<file path="src/rtl/instr_loader_encoder_pkg.sv">
// Shared types and constants for the RV32I instruction loader/encoder:
// micro-op classes, opcodes identical to the decoder's, funct fields,
// the loader state enum and the field-packing function.
package instr_loader_encoder_pkg;

  typedef enum logic [3:0] {
    UOP_LOAD   = 4'd0,
    UOP_OP_IMM = 4'd1,
    UOP_STORE  = 4'd2,
    UOP_AUIPC  = 4'd3,
    UOP_LUI    = 4'd4,
    UOP_JAL    = 4'd5,
    UOP_JALR   = 4'd6,
    UOP_BRANCH = 4'd7,
    UOP_OP     = 4'd8
  } uop_class_e;

  localparam logic [6:0] OPCODE_LOAD   = 7'b0000011;
  localparam logic [6:0] OPCODE_OP_IMM = 7'b0010011;
  localparam logic [6:0] OPCODE_AUIPC  = 7'b0010111;
  localparam logic [6:0] OPCODE_STORE  = 7'b0100011;
  localparam logic [6:0] OPCODE_OP     = 7'b0110011;
  localparam logic [6:0] OPCODE_LUI    = 7'b0110111;
  localparam logic [6:0] OPCODE_BRANCH = 7'b1100011;
  localparam logic [6:0] OPCODE_JALR   = 7'b1100111;
  localparam logic [6:0] OPCODE_JAL    = 7'b1101111;

  localparam logic [2:0] FUNCT3_BRANCH_BEQ  = 3'b000;
  localparam logic [2:0] FUNCT3_BRANCH_BNE  = 3'b001;
  localparam logic [2:0] FUNCT3_BRANCH_BLT  = 3'b100;
  localparam logic [2:0] FUNCT3_BRANCH_BGE  = 3'b101;
  localparam logic [2:0] FUNCT3_BRANCH_BLTU = 3'b110;
  localparam logic [2:0] FUNCT3_BRANCH_BGEU = 3'b111;

  localparam logic [2:0] FUNCT3_JALR = 3'b000;
  localparam logic [2:0] FUNCT3_SLL  = 3'b001;
  localparam logic [2:0] FUNCT3_SR   = 3'b101;
  localparam logic [2:0] FUNCT3_ADD  = 3'b000;

  localparam logic [6:0] FUNCT7_BASE = 7'b0000000;
  localparam logic [6:0] FUNCT7_ALT  = 7'b0100000;

  typedef enum logic [1:0] {
    ST_IDLE  = 2'd0,
    ST_RUN   = 2'd1,
    ST_DRAIN = 2'd2,
    ST_DONE  = 2'd3
  } state_e;

  typedef struct packed {
    logic        legal;
    logic [31:0] word;
  } enc_t;

  // Packs one micro-op into an RV32I word and flags combinations the
  // decoder would reject (those are dropped by the loader).
  function automatic enc_t encode_uop(
    input logic [3:0]  cls,
    input logic [4:0]  rd,
    input logic [4:0]  rs1,
    input logic [4:0]  rs2,
    input logic [2:0]  f3,
    input logic        alt,
    input logic [31:0] imm
  );
    enc_t       r;
    logic [6:0] f7;
    r.legal = 1'b1;
    r.word  = '0;
    f7      = alt ? FUNCT7_ALT : FUNCT7_BASE;
    case (cls)
      UOP_LOAD: begin
        r.word  = {imm[11:0], rs1, f3, rd, OPCODE_LOAD};
        r.legal = !(f3 == 3'b011 || f3 == 3'b110 || f3 == 3'b111);
      end
      UOP_OP_IMM: begin
        if (f3 == FUNCT3_SLL || f3 == FUNCT3_SR)
          r.word = {f7, imm[4:0], rs1, f3, rd, OPCODE_OP_IMM};
        else
          r.word = {imm[11:0], rs1, f3, rd, OPCODE_OP_IMM};
        r.legal = !(alt && f3 != FUNCT3_SR);
      end
      UOP_STORE: begin
        r.word  = {imm[11:5], rs2, rs1, f3, imm[4:0], OPCODE_STORE};
        r.legal = (f3 <= 3'b010);
      end
      UOP_AUIPC: r.word = {imm[31:12], rd, OPCODE_AUIPC};
      UOP_LUI:   r.word = {imm[31:12], rd, OPCODE_LUI};
      UOP_JAL: begin
        r.word  = {imm[20], imm[10:1], imm[11], imm[19:12], rd, OPCODE_JAL};
        r.legal = !imm[0];
      end
      UOP_JALR: r.word = {imm[11:0], rs1, FUNCT3_JALR, rd, OPCODE_JALR};
      UOP_BRANCH: begin
        r.word  = {imm[12], imm[10:5], rs2, rs1, f3, imm[4:1], imm[11], OPCODE_BRANCH};
        r.legal = !(f3 == 3'b010 || f3 == 3'b011 || imm[0]);
      end
      UOP_OP: begin
        r.word  = {f7, rs2, rs1, f3, rd, OPCODE_OP};
        r.legal = !(alt && f3 != FUNCT3_ADD && f3 != FUNCT3_SR);
      end
      default: r.legal = 1'b0;
    endcase
    return r;
  endfunction

endpackage

</file>
<file path="src/rtl/instr_loader_encoder_fifo.sv">
// Synchronous FIFO holding encoded instruction words between the
// micro-op port and the instruction-memory write port.
module instr_fifo
  import instr_loader_encoder_pkg::*;
#(
  parameter int DEPTH = 4,
  parameter int W     = 32
) (
  input  logic         i_clk,
  input  logic         i_rst,
  input  logic         i_push,
  input  logic [W-1:0] i_wdata,
  input  logic         i_pop,
  output logic [W-1:0] o_rdata,
  output logic         o_full,
  output logic         o_empty
);

  localparam int AW = $clog2(DEPTH);

  // Pointers carry one extra wrap bit to tell full from empty.
  logic [AW:0]  wr_ptr;
  logic [AW:0]  rd_ptr;
  logic [W-1:0] mem [DEPTH];

  logic push_ok;
  logic pop_ok;

  assign o_empty = (wr_ptr == rd_ptr);
  assign o_full  = (wr_ptr[AW] != rd_ptr[AW]) && (wr_ptr[AW-1:0] == rd_ptr[AW-1:0]);
  assign push_ok = i_push && !o_full;
  assign pop_ok  = i_pop && !o_empty;
  assign o_rdata = mem[rd_ptr[AW-1:0]];

  // Pointer update; reset flushes all buffered entries.
  always_ff @(posedge i_clk) begin
    if (i_rst) begin
      wr_ptr <= '0;
      rd_ptr <= '0;
    end else begin
      if (push_ok) wr_ptr <= wr_ptr + (AW+1)'(1);
      if (pop_ok)  rd_ptr <= rd_ptr + (AW+1)'(1);
    end
  end

  // Storage array; contents are don't-care while the slot is unoccupied.
  always_ff @(posedge i_clk) begin
    if (push_ok) mem[wr_ptr[AW-1:0]] <= i_wdata;
  end

endmodule

</file>
<file path="src/rtl/instr_loader_encoder.sv">
// RV32I instruction loader: packs micro-ops into instruction words,
// buffers them and writes them sequentially into instruction memory.
//
// Handshakes: a micro-op transfers on a rising edge where i_uop_vld and
// o_uop_rdy are both high; o_uop_rdy never depends on i_uop_vld. A memory
// write completes on a rising edge where o_imem_wren and i_imem_rdy are
// both high; until then o_imem_addr and o_imem_wdata hold their value.
module instr_loader_encoder
  import instr_loader_encoder_pkg::*;
#(
  parameter int                FIFO_DEPTH = 4,
  parameter int                ADDR_W     = 13,
  parameter logic [ADDR_W-1:0] BASE_ADDR  = '0
) (
  input  logic              i_clk,
  input  logic              i_rst,
  input  logic              i_start,
  input  logic              i_uop_vld,
  output logic              o_uop_rdy,
  input  logic [3:0]        i_uop_class,
  input  logic [4:0]        i_rd,
  input  logic [4:0]        i_rs1,
  input  logic [4:0]        i_rs2,
  input  logic [2:0]        i_funct3,
  input  logic              i_alt,
  input  logic [31:0]       i_imm,
  input  logic              i_last,
  output logic              o_imem_wren,
  input  logic              i_imem_rdy,
  output logic [ADDR_W-1:0] o_imem_addr,
  output logic [31:0]       o_imem_wdata,
  output logic              o_busy,
  output logic              o_done,
  output logic              o_err,
  output logic [ADDR_W-2:0] o_count,
  output state_e            o_state
);

  state_e            state;
  logic [ADDR_W-1:0] addr;
  logic [ADDR_W-2:0] count;
  logic              err;

  enc_t              enc;
  logic              uop_fire;
  logic              push;
  logic              pop;
  logic [31:0]       fifo_head;
  logic              fifo_full;
  logic              fifo_empty;
  logic [ADDR_W:0]   addr_sum;

  assign enc = encode_uop(i_uop_class, i_rd, i_rs1, i_rs2, i_funct3, i_alt, i_imm);

  // Ready follows current occupancy only, so a pop in the same cycle
  // does not open a slot early.
  assign o_uop_rdy = (state == ST_RUN) && !fifo_full;
  assign uop_fire  = i_uop_vld && o_uop_rdy;
  assign push      = uop_fire && enc.legal;
  assign pop       = o_imem_wren && i_imem_rdy;
  assign addr_sum  = {1'b0, addr} + (ADDR_W+1)'(4);

  instr_fifo #(
    .DEPTH (FIFO_DEPTH),
    .W     (32)
  ) u_fifo (
    .i_clk   (i_clk),
    .i_rst   (i_rst),
    .i_push  (push),
    .i_wdata (enc.word),
    .i_pop   (pop),
    .o_rdata (fifo_head),
    .o_full  (fifo_full),
    .o_empty (fifo_empty)
  );

  assign o_imem_wren  = !fifo_empty;
  assign o_imem_wdata = fifo_empty ? 32'h0 : fifo_head;
  assign o_imem_addr  = addr;
  assign o_count      = count;
  assign o_err        = err;
  assign o_busy       = (state != ST_IDLE);
  assign o_done       = (state == ST_DONE);
  assign o_state      = state;

  // Session FSM plus write address, word count and sticky error tracking.
  always_ff @(posedge i_clk) begin
    if (i_rst) begin
      state <= ST_IDLE;
      addr  <= BASE_ADDR;
      count <= '0;
      err   <= 1'b0;
    end else begin
      if (pop) begin
        addr  <= addr_sum[ADDR_W-1:0];
        count <= count + (ADDR_W-1)'(1);
        if (addr_sum[ADDR_W]) err <= 1'b1;
      end
      if (uop_fire && !enc.legal) err <= 1'b1;
      case (state)
        ST_IDLE: begin
          if (i_start) begin
            state <= ST_RUN;
            addr  <= BASE_ADDR;
            count <= '0;
            err   <= 1'b0;
          end
        end
        ST_RUN: begin
          if (uop_fire && i_last) state <= ST_DRAIN;
        end
        ST_DRAIN: begin
          // Empty FIFO means no write is left on the port.
          if (fifo_empty) state <= ST_DONE;
        end
        ST_DONE: state <= ST_IDLE;
        default: state <= ST_IDLE;
      endcase
    end
  end

endmodule
</file>
<file path="config.mk">
export PLATFORM = sky130hd
export DESIGN_NAME = instr_loader_encoder
export DESIGN_NICKNAME = d
export VERILOG_FILES = /design/src/rtl/instr_loader_encoder_pkg.sv /design/src/rtl/instr_loader_encoder_fifo.sv /design/src/rtl/instr_loader_encoder.sv
export SDC_FILE = /design/constraint.sdc
export NUM_CORES = 1
export LEC_CHECK = 0
export ABC_CLOCK_PERIOD_IN_PS = 9580
export CAP_MARGIN = 25
export CELL_PAD_IN_SITES_DETAIL_PLACEMENT = 1
export CELL_PAD_IN_SITES_GLOBAL_PLACEMENT = 1
export CORE_ASPECT_RATIO = 2
export CORE_MARGIN = 4
export CORE_UTILIZATION = 35
export DETAILED_ROUTE_END_ITERATION = 12
export PLACE_DENSITY = 0.76
export RECOVER_POWER = 50
export SLEW_MARGIN = 5
export SYNTH_ARGS = -nofsm -noshare
export SYNTH_HDL_FRONTEND = slang
export SYNTH_HIERARCHICAL = 1
export SYNTH_SLANG_ARGS = --single-unit
</file>
<file path="constraint.sdc">
create_clock -name i_clk -period 9.58 [get_ports i_clk]
set_clock_uncertainty 0.15 [all_clocks]
set_input_delay 2.874 -clock i_clk [delete_from_list [all_inputs] [get_ports i_clk]]
set_output_delay 2.874 -clock i_clk [all_outputs]
set_load 0.02 [all_outputs]
</file>
## After elaboration in Yosys (flattened, before gate mapping)

Memory sizes are Yosys's and may differ from the RTL's. A register that Yosys moved wholly into a read port is not among the register bits.
Cells that the tools add are included.
W data, S select, Z words.

| operators by class | value |
|---|---|
| reductions and logical operators | 31 |
| $lt $le $gt $ge | 1 |
| muxes and demuxes | 24 |
| $add $sub $neg | 4 |
| eq/ne operators | 24 |

Operators with widths:

| operator | number |
|---|---|
| $pmux W32 S9 | 1 |
| $mux W32 | 2 |
| $mux W13 | 3 |
| $mux W12 | 3 |
| $eq A4 B3 Y1 const B | 4 |
| $add A13 B3 Y14 const B | 1 |
| $add A12 B1 Y12 const B | 1 |
| $logic_and A1 B1 Y1 | 12 |
| $mux W2 | 5 |
| $eq A3 B3 Y1 const B | 3 |
| $eq A4 B2 Y1 const B | 2 |
| $logic_not A1 Y1 | 8 |
| $pmux W2 S4 | 1 |
| $mux W1 | 7 |
| $pmux W1 S7 | 1 |
| $add A3 B1 Y3 const B | 2 |
| $eq A3 B2 Y1 const B | 2 |
| $mux W6 | 1 |
| $logic_or A1 B1 Y1 | 5 |
| $eq A2 B2 Y1 const B | 2 |
| $eq A4 B1 Y1 const B | 1 |
| $eq A4 B4 Y1 const B | 1 |
| $logic_not A4 Y1 | 1 |
| $ne A2 B2 Y1 const B | 2 |
| other kinds (13) | 13 |

| word-level totals | value |
|---|---|
| memories | 1 |
| input port bits | 61 |
| bits in registers | 34 |
| RAM bits | 128 |
| logic and storage cells | 91 |

Memories:

| memory | words | width | read ports | clocked after memory_dff | wr ports | line | RTL |
|---|---|---|---|---|---|---|---|
| u_fifo.mem | 4 | 32 | 1 | 1 | 1 | instr_loader_encoder_fifo.sv:24 | `logic [W-1:0] mem [DEPTH];` |

## Logic depth before layout (Yosys ltp)

Gate-level depths: netlist of run 1.

| logic depth | value |
|---|---|
| depth after elaboration | 10 |
| mapped depth | 10 |

## Cells and area by module

The synthesis of run 1 kept the hierarchy.

By module, submodules not included:

| module | area an instance (µm²) | times used | seq. area each (µm²) | cells an instance |
|---|---|---|---|---|
| instr_fifo | 5177.5 | 1 | 4003.8 | 235 |
| instr_loader_encoder | 2404.8 | 1 | 520.5 | 327 |

## Least setup slack after synthesis of run 1

Ideal clock, no wire load.

| timing path | value |
|---|---|
| path kind | input to register |
| start | input port i_uop_class[0] |
| end | memory u_fifo.mem[3][0] (enable) |
| path buffers | 2 |
| setup time | 441 ps |
| data required time | 8989 ps |
| arrival time | 5696 ps |
| stages | 8 |
| slack | 3294 ps |
| cell sequence | buf_2 -> buf_2 -> a211oi_1 -> a21oi_1 -> o21ai_0 -> o211a_1 -> nand2_1 -> a31oi_1 |

| on the way | value |
|---|---|
| cells in the longest elaborated chain, start to end | 7 |
| elaborated cells on any way between the ends | 15 |
| classes of those cells | 8 x eq/ne; 3 x mux; 4 x reduce/logical |

Ends and longest elaborated chain:

| what | line | RTL |
|---|---|---|
| from (decl) | instr_loader_encoder.sv:20 | `input logic [3:0] i_uop_class,` |
| $eq A4 B3 Y1 / $eq A4 B2 Y1 (equally long branches) | instr_loader_encoder_pkg.sv:71 | `case (cls)` |
| $reduce_or A3 Y1 (no source line) | n/a |  |
| $pmux W1 S7 * | instr_loader_encoder_pkg.sv:71 |  |
| $logic_and A1 B1 Y1 * | instr_loader_encoder.sv:59 | `assign push = uop_fire && enc.legal;` |
| via push | instr_loader_encoder.sv:46 | `logic push;` |
| $logic_and A1 B1 Y1 * | instr_loader_encoder_fifo.sv:31 | `assign push_ok = i_push && !o_full;` |
| $mux W1 * | instr_loader_encoder_fifo.sv:48 | `if (push_ok) mem[wr_ptr[AW-1:0]] <= i_wdata;` |
| $mux W1 (not written as such) * | instr_loader_encoder_fifo.sv:48 |  |
| to (decl) | instr_loader_encoder_fifo.sv:24 |  |

Mark *: on every way through the listed nets, which the timed path passes. The rest lies on a longest branch.

## Worst setup path in the final report of run 1

| timing path | value |
|---|---|
| start | register u_fifo.wr_ptr[0] |
| end | output port o_imem_wdata[31] |

| on the way | value |
|---|---|
| cells in the longest elaborated chain, start to end | 2 |

Ends and longest elaborated chain:

| what | line | RTL |
|---|---|---|
| from (decl) | instr_loader_encoder_fifo.sv:22 | `logic [AW:0] wr_ptr;` |
| from (signal assigned) | instr_loader_encoder_fifo.sv:41 | `if (push_ok) wr_ptr <= wr_ptr + (AW+1)'(1);` |
| $eq A3 B3 Y1 | instr_loader_encoder_fifo.sv:29 | `assign o_empty = (wr_ptr == rd_ptr);` |
| via fifo_empty | instr_loader_encoder.sv:50 | `logic fifo_empty;` |
| $mux W32 | instr_loader_encoder.sv:78 | `assign o_imem_wdata = fifo_empty ? 32'h0 : fifo_head;` |
| to (decl) | instr_loader_encoder.sv:31 | `output logic [31:0] o_imem_wdata,` |

The timed path passes the listed nets, and every way through them passes these cells.

==> reports/qor.txt, run 1 <==
Routed length per instance - 22.3 um
Layout cells sized above 1 - 11.2%
Core Rows - 75
Worst Tran Pin Value - 1180 ps
Starting Density - 35.9%
Library cells used by synthesis - 59
Max frequency - 156 MHz
Internal Power - 1400 uW
Antenna viol nets, final - 0
Core area - 0.0211 mm^2
Clk_lat worst skew - 420 ps
GP Congestion - 0.829
Switching share of total power - 28.0%
Die area - 0.0242 mm^2
Slew headroom - 21.3%
Initial antenna violation count - 0
Clock Power Share - 35.8%
Hold Path Class - reg -> reg
FF+latch area - 0.00453 mm^2
PwrDens - 201 mW/mm^2
Post-synth EDFFs - 128
CP max stage cell - xnor2_1
Worst hold endpoint - o_count[11]$_SDFF_PP0_
Num CTS Buffers - 17
Final Slew Violations - 0
Min Hold Slack - 338 ps
Sequential share of power - 40.9%
Via density - 5.43
Status - complete, no violations
Syn Std Cell Area - 0.00758 mm^2
Final WL - 21500 um
Hold Path Depth - 2
CP startpoint kind - flip-flop
TNS Setup - 0 ps
Hold Fails Final Rpt - 0
CP Capture Type - output port
H-tree level count - 4
Setup ws final - 3160 ps
Die H - 216 um
Commonest cells after routing, fill and taps aside - edfxtp_1, clkdlybuf4s50_1, nand2_1
Combinational cell fraction of total power - 23.3%
Most common cell after layout, fill and taps aside - edfxtp_1
VDD IR max - 0.110 mV
CP peak stage delay - 690 ps
Switching power - 546 uW
Filler cells - 2160
Die Width - 112 um
Residual DRC - 0
Kind of critical path - reg -> out
Ys flop type - edfxtp_1
Max-cap viol count - 0
Seq/Total Area, Yosys - 59.7%
CTS clk-pin slew, worst paths - 60 ps
Final setup viols - 0
Total number of vias - 5227
Setup bufs post-CTS - 0
FFs w/ async S/R, synth - 0%
Pwr Total - 1950 uW
Area Growth Syn to Fin - 28.0%
CP cell instances - xnor2_1 > nand2_1 > nor2_4 > buf_16 > and2b_2 > clkdlybuf4s50_1
Bufs on Longest Clock Path - 2
RSZ-0062 raised after global routing - no
Port Buf Inserts - 122
Total gr overflow - 0
Global Route Usage Sum - 18.0%
First-pass GRT wire length - 33300 um
Post-CTS sizing - 0
Flops & latches, synth - 162
Pre-CTS setup slack - 3080 ps
Crit-path max FO - 24
Mean Syn Cell Area - 13.5 um^2
Antenna cell count - 0
Hold_sp - o_count[11]$_SDFF_PP0_
Cell count after synthesis - 562
CTS Root Cell - clkbuf_16
Ports - 125
Area of the multi-input gates - 0.00285 mm^2
P_leak - 0.00328 uW
Clock sinks - 162
Worst R2R Start - u_fifo/wr_ptr[0]$_SDFFE_PP0P_
Data arrival time of the critical path - 3390 ps
R2r worst-path depth - 8
First-pass iteration count of the detailed router - 5
Largest net degree at the start of global routing - 38
Iter 0 DRT Violations - 288
Reg2reg setup slack - 6010 ps
Critical path required time - 6560 ps
Layout Nets - 754
CTS tree - done
HPWL Detailed - 15600 um
Final min period - 6420 ps
CTS Hold Buffers Added - 0
Synth warn - 6
Vias in the first global route - 5881
Final Cycle Share - 67.0%
[metrics by stage]
step | util [%] | area (um^2) | instances
2_1_floorplan | - | 7590 | 563
3_3_place_gp | 42.8 | 9030 | 928
3_5_place_dp | 43.0 | 9080 | 930
4_1_cts | 45.9 | 9680 | 962
5_1_grt | 45.9 | 9700 | 963
6_report | 45.9 | 9700 | 963
[Yosys cell counts, types with 3 or more instances]
cell type	count	area share [%]
edfxtp_1	128	51
nand2_1	39	1.9
nor2b_1	35	2.9
dfxtp_1	34	9.0
mux4_2	32	9.5
nor2_1	32	1.6
o21ai_0	24	1.6
a21oi_1	14	0.92
inv_1	13	0.64
xor2_1	13	1.5
ha_1	12	2.0
buf_2	11	0.73
nand3_1	11	0.73
xnor2_1	11	1.3
and2_1	9	0.74
clkbuf_1	9	0.45
mux2i_1	9	1.2
o211ai_1	7	0.69
a21boi_0	5	0.50
a221o_1	5	0.66
a22o_1	5	0.58
a31oi_1	5	0.41
and3_1	5	0.41
nand3b_1	5	0.50
nand4_1	5	0.41
nor3b_1	5	0.50
or3_1	5	0.41
a211oi_1	4	0.40
a22oi_1	4	0.40
a2bb2oi_1	4	0.46
buf_1	4	0.20
buf_4	4	0.40
nand2b_1	4	0.33
nor3_1	4	0.26
o31ai_1	4	0.40
a21o_1	3	0.30
a221oi_1	3	0.35
a41oi_1	3	0.35
and2b_2	3	0.35
o21a_1	3	0.30
o32ai_1	3	0.35
or4_1	3	0.30
[worst max-delay path by stage]
stage                                       start  slack (ps)                          end
finish              u_fifo/wr_ptr[0]$_SDFFE_PP0P_        3160             o_imem_wdata[31]
global route        u_fifo/wr_ptr[0]$_SDFFE_PP0P_        2920             o_imem_wdata[31]
CTS                 u_fifo/wr_ptr[0]$_SDFFE_PP0P_        2890             o_imem_wdata[31]
detailed placement                 i_uop_class[0]        3080  u_fifo/mem[3][19]$_DFFE_PP_
global placement                   i_uop_class[3]        2750  u_fifo/mem[3][19]$_DFFE_PP_
floorplan                          i_uop_class[0]        3290   u_fifo/mem[3][0]$_DFFE_PP_
[power by group through the flow]
| stage | registers (uW) | clock network, uW | logic, uW |
|---|---|---|---|
| 2_1_floorplan | 814 | 0 | 265 |
| 3_3_place_gp | 809 | 0 | 442 |
| 3_5_place_dp | 812 | 0 | 457 |
| 4_1_cts | 797 | 714 | 461 |
| 5_1_grt | 798 | 746 | 493 |
| 6_report | 796 | 698 | 454 |
[cells by family (layout without fill, tap and decap cells)]
| logic type | after synthesis | in the layout | synth area share [%] |
|---|---|---|---|
| multiplexers | 41 | 41 | 10.7 |
| AND/OR/NAND/NOR | 172 | 172 | 12.2 |
| buffers and inverters | 45 | 176 | 2.99 |
| AO/OA/AOI/OAI | 105 | 105 | 9.69 |
| XOR/XNOR | 24 | 24 | 2.77 |
| flip-flops | 162 | 162 | 59.7 |
| adder cells (fa/ha/maj) | 12 | 12 | 1.98 |
| other | 1 | 2 | 0.0495 |
[final cells by class]
class                           instances  area share (%)
Timing Repair Buffer                  131            13.8
Clock inverter                         15            1.86
Inverter                               13           0.503
Clock buffer                           17            4.38
Sequential cell                       162            46.6
Tap cell                              269            3.47
Multi-Input combinational cell        356            29.4
[layer usage]
layer	global-route usage (%)	routed length (um)
met1	18.3	7560
met4	5.58	241
met2	35.8	12800
met3	3.80	857
met5	0	0
[critical path: cells and delay by family (launching register included)]
family                    cells  cell delay, ps
buffers and inverters         2             760
DFF                           1             410
xor gates and xnor gates      1             690
and+or+nand+nor               3            1090
[sequential cells by signal, summed over array words and instances (netlist names), named ones only]
register and count:
o_count 12, o_err 1, o_imem_addr 11, o_state 2
u_fifo/mem 128, u_fifo/rd_ptr 3, u_fifo/wr_ptr 3
(Power assumes the default switching activity.)
==> run 2: changes to the inputs <==
--- a/config.mk
+++ b/config.mk
@@ -5,7 +5,7 @@
 export SDC_FILE = /design/constraint.sdc
 export NUM_CORES = 1
 export LEC_CHECK = 0
-export ABC_CLOCK_PERIOD_IN_PS = 9580
+export ABC_CLOCK_PERIOD_IN_PS = 5500
 export CAP_MARGIN = 25
 export CELL_PAD_IN_SITES_DETAIL_PLACEMENT = 1
 export CELL_PAD_IN_SITES_GLOBAL_PLACEMENT = 1
@@ -13,7 +13,7 @@
 export CORE_MARGIN = 4
 export CORE_UTILIZATION = 35
 export DETAILED_ROUTE_END_ITERATION = 12
-export PLACE_DENSITY = 0.76
+export PLACE_DENSITY = 0.78
 export RECOVER_POWER = 50
 export SLEW_MARGIN = 5
 export SYNTH_ARGS = -nofsm -noshare
==> constraint.sdc (replaced) <==
create_clock -name i_clk -period 5.5 [get_ports i_clk]
set_clock_uncertainty 0.15 [all_clocks]
set_input_delay 1.65 -clock i_clk [delete_from_list [all_inputs] [get_ports i_clk]]
set_output_delay 1.65 -clock i_clk [all_outputs]
set_load 0.02 [all_outputs]
==> reports/qor.txt, run 2 (same netlist as run 1, synthesis figures left out) <==
CTS tree - done
Final core utilization - 46.0%
VDD IR max - 0.212 mV
Final WL - 21500 um
Iter 0 DRT Violations - 306
Worst hold endpoint - o_count[11]$_SDFF_PP0_
CTS clk-pin slew, worst paths - 70 ps
Die area - 0.0242 mm^2
Antenna cell count - 0
Setup bufs post-CTS - 0
Die H - 216 um
H-tree level count - 4
Starting Density - 35.9%
Ports - 125
Routed length per instance - 22.2 um
RSZ-0062 raised after global routing - no
Max FFs per register - 128
Crit-path max FO - 23
Combinational cell fraction of total power - 23.2%
Pre-CTS setup slack - 586 ps
P_leak - 0.00329 uW
Port Buf Inserts - 122
Clk_lat worst skew - 420 ps
Cell Count, Final, Fillers Out - 971
TNS Setup - 0 ps
Layout Nets - 762
Vias in the first global route - 5750
Worst reg2reg path endpoint - u_fifo/mem[2][22]$_DFFE_PP_
Most common cell after layout, fill and taps aside - edfxtp_1
Global Route Usage Sum - 18.1%
Reg2reg setup slack - 2160 ps
Setup ws final - 630 ps
Worst Tran Pin Value - 915 ps
Clock sinks - 162
Area Growth Syn to Fin - 28.0%
First-pass iteration count of the detailed router - 4
Initial antenna violation count - 0
Total gr overflow - 0
Hold Path Depth - 2
Status - complete, no violations
CTS Root Cell - clkbuf_16
Placed instance area - 0.00915 mm^2
R2r worst-path depth - 9
Bufs on Longest Clock Path - 2
Slew headroom - 38.8%
Post-CTS sizing - 0
Die Width - 112 um
Sequential share of power - 42.2%
CP startpoint kind - flip-flop
Antenna viol nets, final - 0
Num CTS Buffers - 17
Via density - 5.38
Critical path required time - 3700 ps
Max-cap viol count - 0
Final setup viols - 0
Hold Fails Final Rpt - 0
Clock Power Share - 34.6%
CTS Hold Buffers Added - 0
Final Slew Violations - 0
Final Cycle Share - 88.5%
Final min period - 4870 ps
Largest net degree at the start of global routing - 33
Data arrival time of the critical path - 3070 ps
Hold Path Class - reg -> reg
Hold_sp - o_count[11]$_SDFF_PP0_
HPWL Detailed - 16100 um
First-pass GRT wire length - 33600 um
Inst Count DP - 939
Kind of critical path - reg -> out
CP Capture Type - output port
Total number of vias - 5224
PwrDens - 343 mW/mm^2
Final instance area - 0.00970 mm^2
Commonest cells after routing, fill and taps aside - edfxtp_1, clkdlybuf4s50_1, nand2_1
Internal Power - 2360 uW
GP Congestion - 0.833
Core Rows - 75
Core area - 0.0211 mm^2
Residual DRC - 0
Switching share of total power - 29.0%
Layout cells sized above 1 - 12.7%
Worst R2R Start - u_fifo/wr_ptr[1]$_SDFFE_PP0P_
Max frequency - 205 MHz
Filler cells - 2173
Switching power - 965 uW
==> run 2: changes by cell type in the layout (fill, tap and decap cells not counted), moves of 3 or more <==
cell / change
buf_4: +8
and2_1: -6
clkdlybuf4s50_1: +3
dlygate4sd3_1: -3
clkinv_1: -3
and2_0: +4
==> run 2: critical path: stages, from the launching register on <==
cell and delay [ps]:
dfxtp_1 440, xnor2_1 610, nand2_1 290, nor2_1 220
buf_4 300, and2b_2 260, clkdlybuf4s50_1 530
==> run 2: routing by layer <==
layer,global-route usage (%),wire length (um)
met1,19.1,7710
met2,35.6,12600
met3,3.85,902
met4,4.97,281
met5,0,0
==> run 2: power groups by stage <==
stage	Clock, uW	Combinational, uW	Sequential, uW
2_1_floorplan	0	462	1420
3_3_place_gp	0	772	1430
3_5_place_dp	0	794	1430
4_1_cts	1180	801	1410
5_1_grt	1240	831	1410
6_report	1150	773	1400
==> run 2: layout make-up <==
cell class / instances / area, um^2 / share of cell area, %
flip-flops and latches: 162 / 4530 / 46.6
repair buffers: 139 / 1370 / 14.1
well taps: 269 / 337 / 3.47
clock inverters: 14 / 146 / 1.51
clock buffers: 18 / 429 / 4.42
multi-input cells: 356 / 2850 / 29.3
inverters: 13 / 48.8 / 0.503
==> run 2: worst max path at each step <==
stage | startpoint | end
after detailed placement | i_uop_class[0] | u_fifo/mem[2][22]$_DFFE_PP_
after global placement | i_uop_class[0] | u_fifo/mem[2][24]$_DFFE_PP_
final | u_fifo/wr_ptr[1]$_SDFFE_PP0P_ | o_imem_wdata[31]
after CTS | u_fifo/wr_ptr[1]$_SDFFE_PP0P_ | o_imem_wdata[31]
after global routing | u_fifo/wr_ptr[1]$_SDFFE_PP0P_ | o_imem_wdata[31]
after floorplan | i_uop_class[0] | u_fifo/mem[3][0]$_DFFE_PP_
==> run 2: metrics by stage <==
stage / total power (uW) / hold WS (ps)
floorplan: 1880 / 344
global placement: 2200 / 323
detailed placement: 2230 / 349
CTS: 3380 / 360
global route: 3480 / 403
finish: 3330 / 365
==> run 3: changes to the inputs <==
--- a/config.mk
+++ b/config.mk
@@ -13,10 +13,9 @@
 export CORE_MARGIN = 4
 export CORE_UTILIZATION = 35
 export DETAILED_ROUTE_END_ITERATION = 12
-export PLACE_DENSITY = 0.78
+export PLACE_DENSITY = 0.79
 export RECOVER_POWER = 50
 export SLEW_MARGIN = 5
 export SYNTH_ARGS = -nofsm -noshare
 export SYNTH_HDL_FRONTEND = slang
-export SYNTH_HIERARCHICAL = 1
 export SYNTH_SLANG_ARGS = --single-unit
==> reports/qor.txt, run 3 <==
Commonest cells after routing, fill and taps aside - edfxtp_1, clkdlybuf4s50_1, nand2_1
Data arrival time of the critical path - 4740 ps
Core area - 0.0206 mm^2
Residual DRC - 0
Clk_lat worst skew - 430 ps
Final Slew Violations - 0
P_leak - 0.00325 uW
Routed length per instance - 21.8 um
Final WL - 21000 um
Synth warn - 0
Bufs on Longest Clock Path - 2
VDD IR max - 0.193 mV
Via density - 5.41
Reg2reg setup slack - 3040 ps
Largest net degree at the start of global routing - 32
Setup bufs post-CTS - 0
Die Width - 111 um
Cell count after synthesis - 558
CTS Root Cell - clkbuf_16
Worst reg2reg path endpoint - u_fifo.mem[3][28]$_DFFE_PP_
HPWL Detailed - 15700 um
Max-cap viol count - 0
Die H - 213 um
Hold_sp - o_count[1]$_SDFF_PP0_
Slew headroom - 24.0%
Worst hold endpoint - o_count[1]$_SDFF_PP0_
Post-CTS sizing - 0
Most common cell after layout, fill and taps aside - edfxtp_1
Crit-path max FO - 27
CTS Hold Buffers Added - 0
Global Route Usage Sum - 18.2%
Max frequency - 213 MHz
Largest area contributor in the netlist - edfxtp_1
Syn Std Cell Area - 0.00736 mm^2
Final setup viols - 0
Layout Nets - 759
Core Rows - 74
First-pass GRT wire length - 32900 um
H-tree level count - 4
GP Congestion - 0.848
Critical path required time - 5530 ps
Ys flop type - edfxtp_1
Kind of critical path - in -> reg
Max FFs per register - 124
CP Capture Type - flip-flop
Worst R2R Start - u_fifo.wr_ptr[0]$_SDFFE_PP0N_
PwrDens - 395 mW/mm^2
CTS clk-pin slew, worst paths - 70 ps
Hold Path Class - reg -> reg
Seq/Total Area, Yosys - 59.8%
Initial antenna violation count - 1
Total number of vias - 5221
RSZ-0062 raised after global routing - no
First-pass iteration count of the detailed router - 5
Library cells used by synthesis - 58
Antenna cell count - 0
Post-synth EDFFs - 124
Flops & latches, synth - 158
CTS tree - done
Status - complete, no violations
Die area - 0.0236 mm^2
Clock sinks - 158
Hold Fails Final Rpt - 0
Final min period - 4710 ps
Total gr overflow - 0
Ports - 125
FFs w/ async S/R, synth - 0%
Cell Count, Final, Fillers Out - 965
Iter 0 DRT Violations - 213
Worst Tran Pin Value - 1140 ps
Top-count cell post-synth - edfxtp_1
Mean Syn Cell Area - 13.2 um^2
Area Growth Syn to Fin - 28.7%
Synth area leaders - edfxtp_1, mux4_2, dfxtp_1, nor2b_1, nand2_1
Antenna viol nets, final - 0
R2r worst-path depth - 6
Synth top area share - 50.6%
TNS Setup - 0 ps
Inst Count DP - 933
Vias in the first global route - 5789
Top cells by count, synth - edfxtp_1, nand2_1, nor2_1
Starting Density - 35.8%
Num CTS Buffers - 17
Layout cells sized above 1 - 12.3%
Hold Path Depth - 2
Final Cycle Share - 85.6%
CP startpoint kind - input pin
Port Buf Inserts - 122
run 3: changes by cell type in the layout (fill, tap and decap cells not counted), moves of 6 or more:
| cell | before | now |
|---|---|---|
| a21oi_1 | 15 | 29 |
| inv_1 | 13 | 23 |
| nor2_1 | 32 | 38 |
| nor3_1 | 4 | 13 |
| o211ai_1 | 7 | 0 |
| o21ai_0 | 24 | 14 |
run 3: layout make-up:
cell class	count	area [um^2]
fill	2172	11100
sequential	158	4410
multi-input combinational	346	2720
timing repair buffer	140	1350
clock buffer	18	429
tap	266	333
clock inverter	14	155
inverter	23	86.3
run 3: how the worst max path moves through the flow:
stage                        start                           to  slack [ps]
detailed placement  i_uop_class[2]  u_fifo.mem[0][15]$_DFFE_PP_         930
CTS                      flip-flop             o_imem_wdata[28]         840
floorplan           i_uop_class[1]  u_fifo.mem[0][10]$_DFFE_PP_        1510
global placement    i_uop_class[1]  u_fifo.mem[3][15]$_DFFE_PP_        1120
global route        i_uop_class[0]  u_fifo.mem[1][30]$_DFFE_PP_         570
finish              i_uop_class[0]  u_fifo.mem[1][30]$_DFFE_PP_         790
run 3: report_power, final:
| group | total [uW] | internal (uW) | switching [uW] |
|---|---|---|---|
| Combinational | 1180 | 544 | 637 |
| Clock | 1170 | 675 | 496 |
| Sequential | 1390 | 1340 | 51.4 |
run 3: routing by layer:
layer / global-route usage (%) / share of wire, % / up-vias
met1: 18.7 / 35 / 2660
met3: 4.20 / 4.5 / 42
li1: - / - / 2348
met2: 34.6 / 56 / 169
met5: 0 / 0.062 / -
met4: 8.67 / 3.6 / 2
run 3: through the flow:
| stage | cell area, um^2 | utilization, % | setup slack [ps] | hold WS, ps | power (uW) |
|---|---|---|---|---|---|
| 5_1_grt | 9470 | 46.1 | 565 | 391 | 3920 |
| 4_1_cts | 9490 | 46.2 | 840 | 357 | 3810 |
| 3_5_place_dp | 8910 | 43.3 | 932 | 344 | 2640 |
| 6_report | 9470 | 46.1 | 794 | 351 | 3740 |
| 3_3_place_gp | 8910 | 43.3 | 1120 | 334 | 2600 |
| 2_1_floorplan | 7360 | - | 1510 | 348 | 2110 |
run 3: cell families (layout without fill, tap and decap cells):
| kind of cell | after synthesis | count (layout) | synth area share [%] |
|---|---|---|---|
| AO/OA/AOI/OAI | 95 | 95 | 9.16 |
| XOR/XNOR | 30 | 30 | 3.67 |
| adder cells (fa/ha/maj) | 12 | 12 | 2.04 |
| buffers and inverters | 55 | 195 | 3.21 |
| flip-flops | 158 | 158 | 59.8 |
| multiplexers | 37 | 37 | 10.3 |
| other | 1 | 2 | 0.0509 |
| AND/OR/NAND/NOR | 170 | 170 | 11.7 |
run 3: worst max-delay path, cell delays in order:
cell           delay, ps
dlygate4sd3_1        720
clkbuf_1             870
nand3_1              300
a21oi_1              250
clkbuf_1             540
a22oi_1              180
o21ai_0              210
